$ cat src/rtl/pm_ctrl_fsm_pkg.sv
// rtl/pm_ctrl_fsm_pkg.sv - shared types and constants for the picoMIPS controller
package pm_pkg;

   typedef enum logic [2:0] {
      NOP  = 3'd0,
      ADD  = 3'd1,
      MULI = 3'd2,
      LWD  = 3'd3,
      BEQ  = 3'd4,
      BNE  = 3'd5,
      BGE  = 3'd6,
      HLT  = 3'd7
   } opcode_e;

   typedef enum logic [1:0] {
      DECODE   = 2'd0,
      MUL_WAIT = 2'd1,
      IN_WAIT  = 2'd2,
      HALT     = 2'd3
   } state_e;

   localparam logic [2:0] RADD = 3'd1;
   localparam logic [2:0] RMUL = 3'd2;

   localparam int Z_BIT = 0;
   localparam int N_BIT = 1;

   // ALU function an instruction keeps driving for as long as it is in flight
   function automatic logic [2:0] alu_code(opcode_e op);
      return (op == MULI) ? RMUL : RADD;
   endfunction

endpackage

$ cat src/rtl/pm_ctrl_fsm_if.sv
// rtl/pm_ctrl_fsm_if.sv - opcode/flag inputs and datapath control outputs of the controller
interface pm_ctrl_fsm_if #(
   parameter int OPC_W  = 3,
   parameter int NFLAGS = 2,
   parameter int ALUF_W = 3
);
   logic [OPC_W-1:0]  opcode;
   logic [NFLAGS-1:0] flags;
   logic              in_valid;
   logic              PCen;
   logic              PCincr;
   logic              PCrelbranch;
   logic [ALUF_W-1:0] ALUfunc;
   logic              imm;
   logic              w;
   logic              s_i;
   logic              dres;
   logic              busy;
   logic              halted;

   modport master (
      output opcode, flags, in_valid,
      input  PCen, PCincr, PCrelbranch, ALUfunc, imm, w, s_i, dres, busy, halted
   );

   modport slave (
      input  opcode, flags, in_valid,
      output PCen, PCincr, PCrelbranch, ALUfunc, imm, w, s_i, dres, busy, halted
   );
endinterface

$ cat src/rtl/pm_ctrl_fsm.sv
// rtl/pm_ctrl_fsm.sv - sequential picoMIPS instruction controller with mul/load stalls and halt
import pm_pkg::*;

module pm_ctrl_fsm #(
   parameter int OPC_W   = 3,
   parameter int NFLAGS  = 2,
   parameter int ALUF_W  = 3,
   parameter int MUL_LAT = 2
) (
   input  logic          clk,
   input  logic          reset,
   pm_ctrl_fsm_if.slave  bus
);

   localparam int CNT_W = $clog2(MUL_LAT) + 1;

   state_e            state, state_nxt;
   opcode_e           op_q, op_q_nxt;
   logic [CNT_W-1:0]  cnt, cnt_nxt;
   opcode_e           op;
   logic              illegal;
   logic              taken;

   assign op = opcode_e'(bus.opcode[2:0]);

   generate
      if (OPC_W > 3) begin : g_wide_opc
         assign illegal = |bus.opcode[OPC_W-1:3];
      end else begin : g_narrow_opc
         assign illegal = 1'b0;
      end
   endgenerate

   always_ff @(posedge clk) begin
      if (reset) begin
         state <= DECODE;
         op_q  <= NOP;
         cnt   <= '0;
      end else begin
         state <= state_nxt;
         op_q  <= op_q_nxt;
         cnt   <= cnt_nxt;
      end
   end

   always_comb begin
      state_nxt       = state;
      op_q_nxt        = op_q;
      cnt_nxt         = cnt;
      taken           = 1'b0;
      bus.PCen        = 1'b0;
      bus.PCincr      = 1'b0;
      bus.PCrelbranch = 1'b0;
      bus.ALUfunc     = '0;
      bus.imm         = 1'b0;
      bus.w           = 1'b0;
      bus.s_i         = 1'b0;
      bus.dres        = 1'b0;
      bus.busy        = 1'b0;
      bus.halted      = 1'b0;

      // reset blanks every output, including the PC and write strobes
      if (!reset) begin
         unique case (state)
            DECODE: begin
               if (illegal) begin
                  state_nxt = HALT;
               end else begin
                  case (op)
                     NOP: begin
                        bus.PCen   = 1'b1;
                        bus.PCincr = 1'b1;
                     end
                     ADD: begin
                        bus.ALUfunc = ALUF_W'(alu_code(op));
                        bus.w       = 1'b1;
                        bus.PCen    = 1'b1;
                        bus.PCincr  = 1'b1;
                     end
                     MULI: begin
                        bus.imm     = 1'b1;
                        bus.ALUfunc = ALUF_W'(alu_code(op));
                        if (MUL_LAT == 1) begin
                           bus.w      = 1'b1;
                           bus.PCen   = 1'b1;
                           bus.PCincr = 1'b1;
                        end else begin
                           bus.busy  = 1'b1;
                           cnt_nxt   = CNT_W'(MUL_LAT - 1);
                           op_q_nxt  = op;
                           state_nxt = MUL_WAIT;
                        end
                     end
                     LWD: begin
                        bus.imm     = 1'b1;
                        bus.dres    = 1'b1;
                        bus.ALUfunc = ALUF_W'(alu_code(op));
                        if (bus.in_valid) begin
                           bus.w      = 1'b1;
                           bus.PCen   = 1'b1;
                           bus.PCincr = 1'b1;
                        end else begin
                           bus.busy  = 1'b1;
                           op_q_nxt  = op;
                           state_nxt = IN_WAIT;
                        end
                     end
                     BEQ, BNE, BGE: begin
                        if (op == BEQ)      taken = bus.flags[Z_BIT];
                        else if (op == BNE) taken = !bus.flags[Z_BIT];
                        else                taken = !bus.flags[N_BIT];
                        bus.ALUfunc     = ALUF_W'(alu_code(op));
                        bus.s_i         = (op == BNE);
                        bus.PCen        = 1'b1;
                        bus.PCrelbranch = taken;
                        bus.PCincr      = !taken;
                     end
                     default: state_nxt = HALT;
                  endcase
               end
            end
            MUL_WAIT: begin
               bus.imm     = 1'b1;
               bus.ALUfunc = ALUF_W'(alu_code(op_q));
               cnt_nxt     = cnt - CNT_W'(1);
               if (cnt == CNT_W'(1)) begin
                  bus.w      = 1'b1;
                  bus.PCen   = 1'b1;
                  bus.PCincr = 1'b1;
                  state_nxt  = DECODE;
               end else begin
                  bus.busy = 1'b1;
               end
            end
            IN_WAIT: begin
               bus.imm     = 1'b1;
               bus.dres    = 1'b1;
               bus.ALUfunc = ALUF_W'(alu_code(op_q));
               if (bus.in_valid) begin
                  bus.w      = 1'b1;
                  bus.PCen   = 1'b1;
                  bus.PCincr = 1'b1;
                  state_nxt  = DECODE;
               end else begin
                  bus.busy = 1'b1;
               end
            end
            HALT: bus.halted = 1'b1;
            default: state_nxt = DECODE;
         endcase
      end
   end

endmodule

$ cat src/flat_wrapper.sv
// flat-port wrapper written by rule: the top's interface ports become plain ports
module pm_ctrl_fsm_flat 
#(
   parameter int OPC_W   = 3,
   parameter int NFLAGS  = 2,
   parameter int ALUF_W  = 3,
   parameter int MUL_LAT = 2
)
  (clk, reset, bus_opcode, bus_flags, bus_in_valid, bus_PCen, bus_PCincr, bus_PCrelbranch, bus_ALUfunc, bus_imm, bus_w, bus_s_i, bus_dres, bus_busy, bus_halted);
  pm_ctrl_fsm_if #(.OPC_W(OPC_W), .NFLAGS(NFLAGS), .ALUF_W(ALUF_W)) bus_i ();
  input  logic clk;
  input  logic reset;
  input wire logic [$bits(bus_i.opcode)-1:0] bus_opcode;
  input wire logic [$bits(bus_i.flags)-1:0] bus_flags;
  input wire logic [$bits(bus_i.in_valid)-1:0] bus_in_valid;
  output wire logic [$bits(bus_i.PCen)-1:0] bus_PCen;
  output wire logic [$bits(bus_i.PCincr)-1:0] bus_PCincr;
  output wire logic [$bits(bus_i.PCrelbranch)-1:0] bus_PCrelbranch;
  output wire logic [$bits(bus_i.ALUfunc)-1:0] bus_ALUfunc;
  output wire logic [$bits(bus_i.imm)-1:0] bus_imm;
  output wire logic [$bits(bus_i.w)-1:0] bus_w;
  output wire logic [$bits(bus_i.s_i)-1:0] bus_s_i;
  output wire logic [$bits(bus_i.dres)-1:0] bus_dres;
  output wire logic [$bits(bus_i.busy)-1:0] bus_busy;
  output wire logic [$bits(bus_i.halted)-1:0] bus_halted;
  assign bus_i.opcode = bus_opcode;
  assign bus_i.flags = bus_flags;
  assign bus_i.in_valid = bus_in_valid;
  assign bus_PCen = bus_i.PCen;
  assign bus_PCincr = bus_i.PCincr;
  assign bus_PCrelbranch = bus_i.PCrelbranch;
  assign bus_ALUfunc = bus_i.ALUfunc;
  assign bus_imm = bus_i.imm;
  assign bus_w = bus_i.w;
  assign bus_s_i = bus_i.s_i;
  assign bus_dres = bus_i.dres;
  assign bus_busy = bus_i.busy;
  assign bus_halted = bus_i.halted;
  pm_ctrl_fsm #(.OPC_W(OPC_W), .NFLAGS(NFLAGS), .ALUF_W(ALUF_W), .MUL_LAT(MUL_LAT)) u_core (.clk(clk), .reset(reset), .bus(bus_i));
endmodule
$ cat config.mk
export PLATFORM = sky130hd
export DESIGN_NAME = pm_ctrl_fsm_flat
export DESIGN_NICKNAME = d
export VERILOG_FILES = /design/src/rtl/pm_ctrl_fsm_pkg.sv /design/src/rtl/pm_ctrl_fsm_if.sv /design/src/rtl/pm_ctrl_fsm.sv /design/src/flat_wrapper.sv
export SDC_FILE = /design/constraint.sdc
export NUM_CORES = 1
export LEC_CHECK = 0
export CAP_MARGIN = 10
export CORE_AREA = 4 4 42 44
export CTS_BUF_LIST = sky130_fd_sc_hd__clkbuf_4
export DETAILED_ROUTE_END_ITERATION = 8
export DIE_AREA = 0 0 46 48
export PLACE_DENSITY = 0.8
export SYNTH_ARGS = -nofsm -noshare
export SYNTH_HDL_FRONTEND = slang
export SYNTH_SLANG_ARGS = --single-unit
$ cat constraint.sdc
create_clock -name clk -period 4.6 [get_ports clk]
set_input_delay 1.38 -clock clk [delete_from_list [all_inputs] [get_ports clk]]
set_output_delay 1.38 -clock clk [all_outputs]
set_load 0.02 [all_outputs]
==> qor.csv <==
stage,metric,value,unit
global_route,grt_pass1_wl,2790,µm
timing,fin_skew,0.00896,ns
synth,synthCells,93,
routing,dr_wl_met3,91,µm
critical_path,required,3.22,ns
worst_hold_path,hold_class,reg2reg,
clocking,clockBufferDepth,2,
routing,top_layer,met3,
power,p_int,0.246,mW
timing,hold_slack,0.489,ns
synth,ys_warn_count,0,
clocking,clkTransAtPathRegs,0.06,ns
clocking,cts_made_buffers,3,
clocking,clock_latency,0.25,ns
synth,synth_ff_type,dfxtp_1,
routing,routedWlPerCell,11.8,µm
critical_path,reg2reg_depth,6,
power,power.share.clock,14.3,%
floorplan,boundaryPins,20,
clocking,tritoncts,done,
timing,drv_slew,0,
floorplan,die_area,2210,µm²
global_route,grt_pass1_vias,684,
routing,met1_length,742,µm
synth,synthesis.nets,107,
synth,synth_area_leaders,"dfxtp_1, ha_1, a21oi_1",
routing,vias_per_cell,5.37,
synth,synth_area_leader_cell,dfxtp_1,
critical_path,endpoint_kind,output pin,
synth,synth_edf_count,0,
finish,multi_input_area,479,µm²
timing,setup_viol,0,
worst_hold_path,hold_path_end,u_core.cnt[0],
synth,synth_most_common_cell,nor2_1,
routing,routed_wl,1610,µm
timing,period_share,97.1,%
finish,seqCellArea,140,µm²
routing,drc,0,
critical_path,r2r_end,u_core.cnt[1],
synth,synthArstFlopShare,0,%
finish,drive_above_1_share,16.5,%
synth,synth.avg_cell_area,7.33,µm²
finish,fillers,124,
routing,dr_total_vias,736,
routing,met2WireLength,778,µm
critical_path,path_max_fanout,5,
clocking,cts_resized,0,
floorplan,fp-row-count,14,
worst_hold_path,min_path_cells,1,
global_route,grt_max_degree,12,
global_route,overflow,0,
critical_path,rr_startpoint,u_core.state[0],
power,seqPwrFrac,19.8,%
power,p_switching,0.193,mW
global_route,grt_antenna_before_repair,0,
finish,syn2layout_area_growth,43.7,%
critical_path,worst-r2r-setup-slack,2.93,ns
critical_path,critPathMaxStageDelay,0.62,ns
placement,place_hpwl,1340,µm
synth,synth.cell_area,682,µm²
critical_path,start_kind,primary input,
global_route,grt_usage,16.8,%
synth,ys_ff_latch,7,
timing,worst_slack,0.132,ns
power,power_density,448,nW/µm²
synth,synth_cell_type_count,31,
routing,antenna_left,0,
outcome,status,"finished, final reports clean",
timing,hold_viol_final,0,
placement,io_buffers,18,
critical_path,crit_type,in2out,
finish,nets,136,
critical_path,crit_path_cell_trace,clkdlybuf4s50_1 -> buf_4 -> nand4bb_2 -> a21oi_1 -> clkdlybuf4s50_1,
floorplan,chipWidth,46,µm
power,switching_share,44.0,%
timing,max_freq,224,MHz
floorplan,fp.dieH,48,µm
synth,synth_common_cells,"nor2_1, a21oi_1, dfxtp_1",
synth,seq_area_frac_synth,20.6,%
synth,synth_top_area_share,20.6,%
critical_path,worstPathArrival,3.09,ns
routing,drtIter0Drc,15,
placement,gp_congestion,0.823,
routing,firstDrtPassIters,4,
timing,rsz0062_at_grt,no,
finish,antenna_cells,0,
clocking,post-cts-setup-buffer-count,0,
clocking,root_buffer,clkbuf_4,
worst_hold_path,worstHoldStart,u_core.cnt[0],
timing,period_minus_slack,4.47,ns
clocking,ctsHoldBuffers,0,
clocking,cts_htree_levels,1,
power,vdd_drop_max,210,µV
job,drv_cap,0,
critical_path,crit_slowest_cell,clkdlybuf4s50_1,
critical_path,cpMostUsedCell,clkdlybuf4s50_1,
clocking,cts.sinks,7,
placement,place_ws,-0.00155,ns
floorplan,core,1440,µm²
power,power_leakage,0.469,nW
power,pwr-share-comb,65.9,%
floorplan,start_util,47.5,%
stage by stage:
step                power [mW]  util (%)  area, µm²  instances  setup TNS [ns]
finish                   0.439      68.2        980        137               0
CTS                      0.442      67.5        970        137               0
global placement         0.372      65.4        940        133               0
floorplan                0.275         -        682         93               0
global route             0.480      68.2        980        137               0
detailed placement       0.379      65.4        940        133        -0.00155
flip-flops by register name (all words and copies together) (netlist names):
register      cells
u_core.op_q       3
u_core.state      2
u_core.cnt        2
worst max-delay path by stage:
stage,startpoint,to,slack [ns],depth (start not counted)
global placement,bus_opcode[1],bus_PCincr,0.04,6
global route,bus_opcode[0],bus_ALUfunc[0],0.04,7
detailed placement,bus_opcode[1],bus_busy,-0.002,5
CTS,bus_opcode[1],bus_busy,0.006,5
floorplan,bus_opcode[2],bus_busy,0.83,5
finish,bus_opcode[0],bus_ALUfunc[1],0.13,5
layer usage:
metal / up-vias / track usage [%]
met2: 25 / 31.0
met3: 0 / 2.26
li1: 378 / -
met5: - / 0
met1: 333 / 20.6
met4: 0 / 3.41
power by group through the flow:
stage	clock network (mW)	logic (mW)	registers, mW
after floorplan	0	0.189	0.0853
after global placement	0	0.285	0.0868
after detailed placement	0	0.291	0.0878
after CTS	0.0636	0.292	0.0868
after global routing	0.0702	0.320	0.0895
final	0.0626	0.289	0.0868
logic make-up after synthesis:
family / share of synthesized area [%]
compound gates: 28.3
fa+ha+maj: 11.0
buf+inv: 9.17
flops: 20.5
other cells: 0.550
simple gates: 30.5
cell type report:
type                            count  share of cell area [%]
Inverter                            6                    2.30
Sequential cell                     7                    14.3
Timing Repair Buffer               31                    29.4
Tap cell                           16                    2.04
Clock buffer                        4                    3.07
Multi-Input combinational cell     73                    48.9
critical path, delay by kind of cell:
kind	cells	cell delay, ns
simple gates	1	0.28
buf+inv	3	1.24
compound gates	1	0.18
cells in the final DEF (no fill, tap or decap):
master,instances
clkdlybuf4s50_1,14
buf_4,13
nor2_1,12
a21oi_1,11
dfxtp_1,7
inv_1,6
nand2_1,6
ha_1,6
nand2b_1,4
nand3_1,4
clkbuf_4,4
dlymetal6s2s_1,4
a31oi_1,3
and3b_1,3
a211oi_1,3
o21ai_0,2
nor2b_1,2
a22oi_1,2
a211o_1,2
or2_2,1
and2b_1,1
or2_1,1
nand4bb_2,1
nand3b_1,1
nor3b_1,1
o211ai_1,1
o21ba_1,1
o21ai_1,1
o31ai_4,1
nor3_1,1
o2bb2a_1,1
conb_1,1
Power figures use the tool's default switching activity.
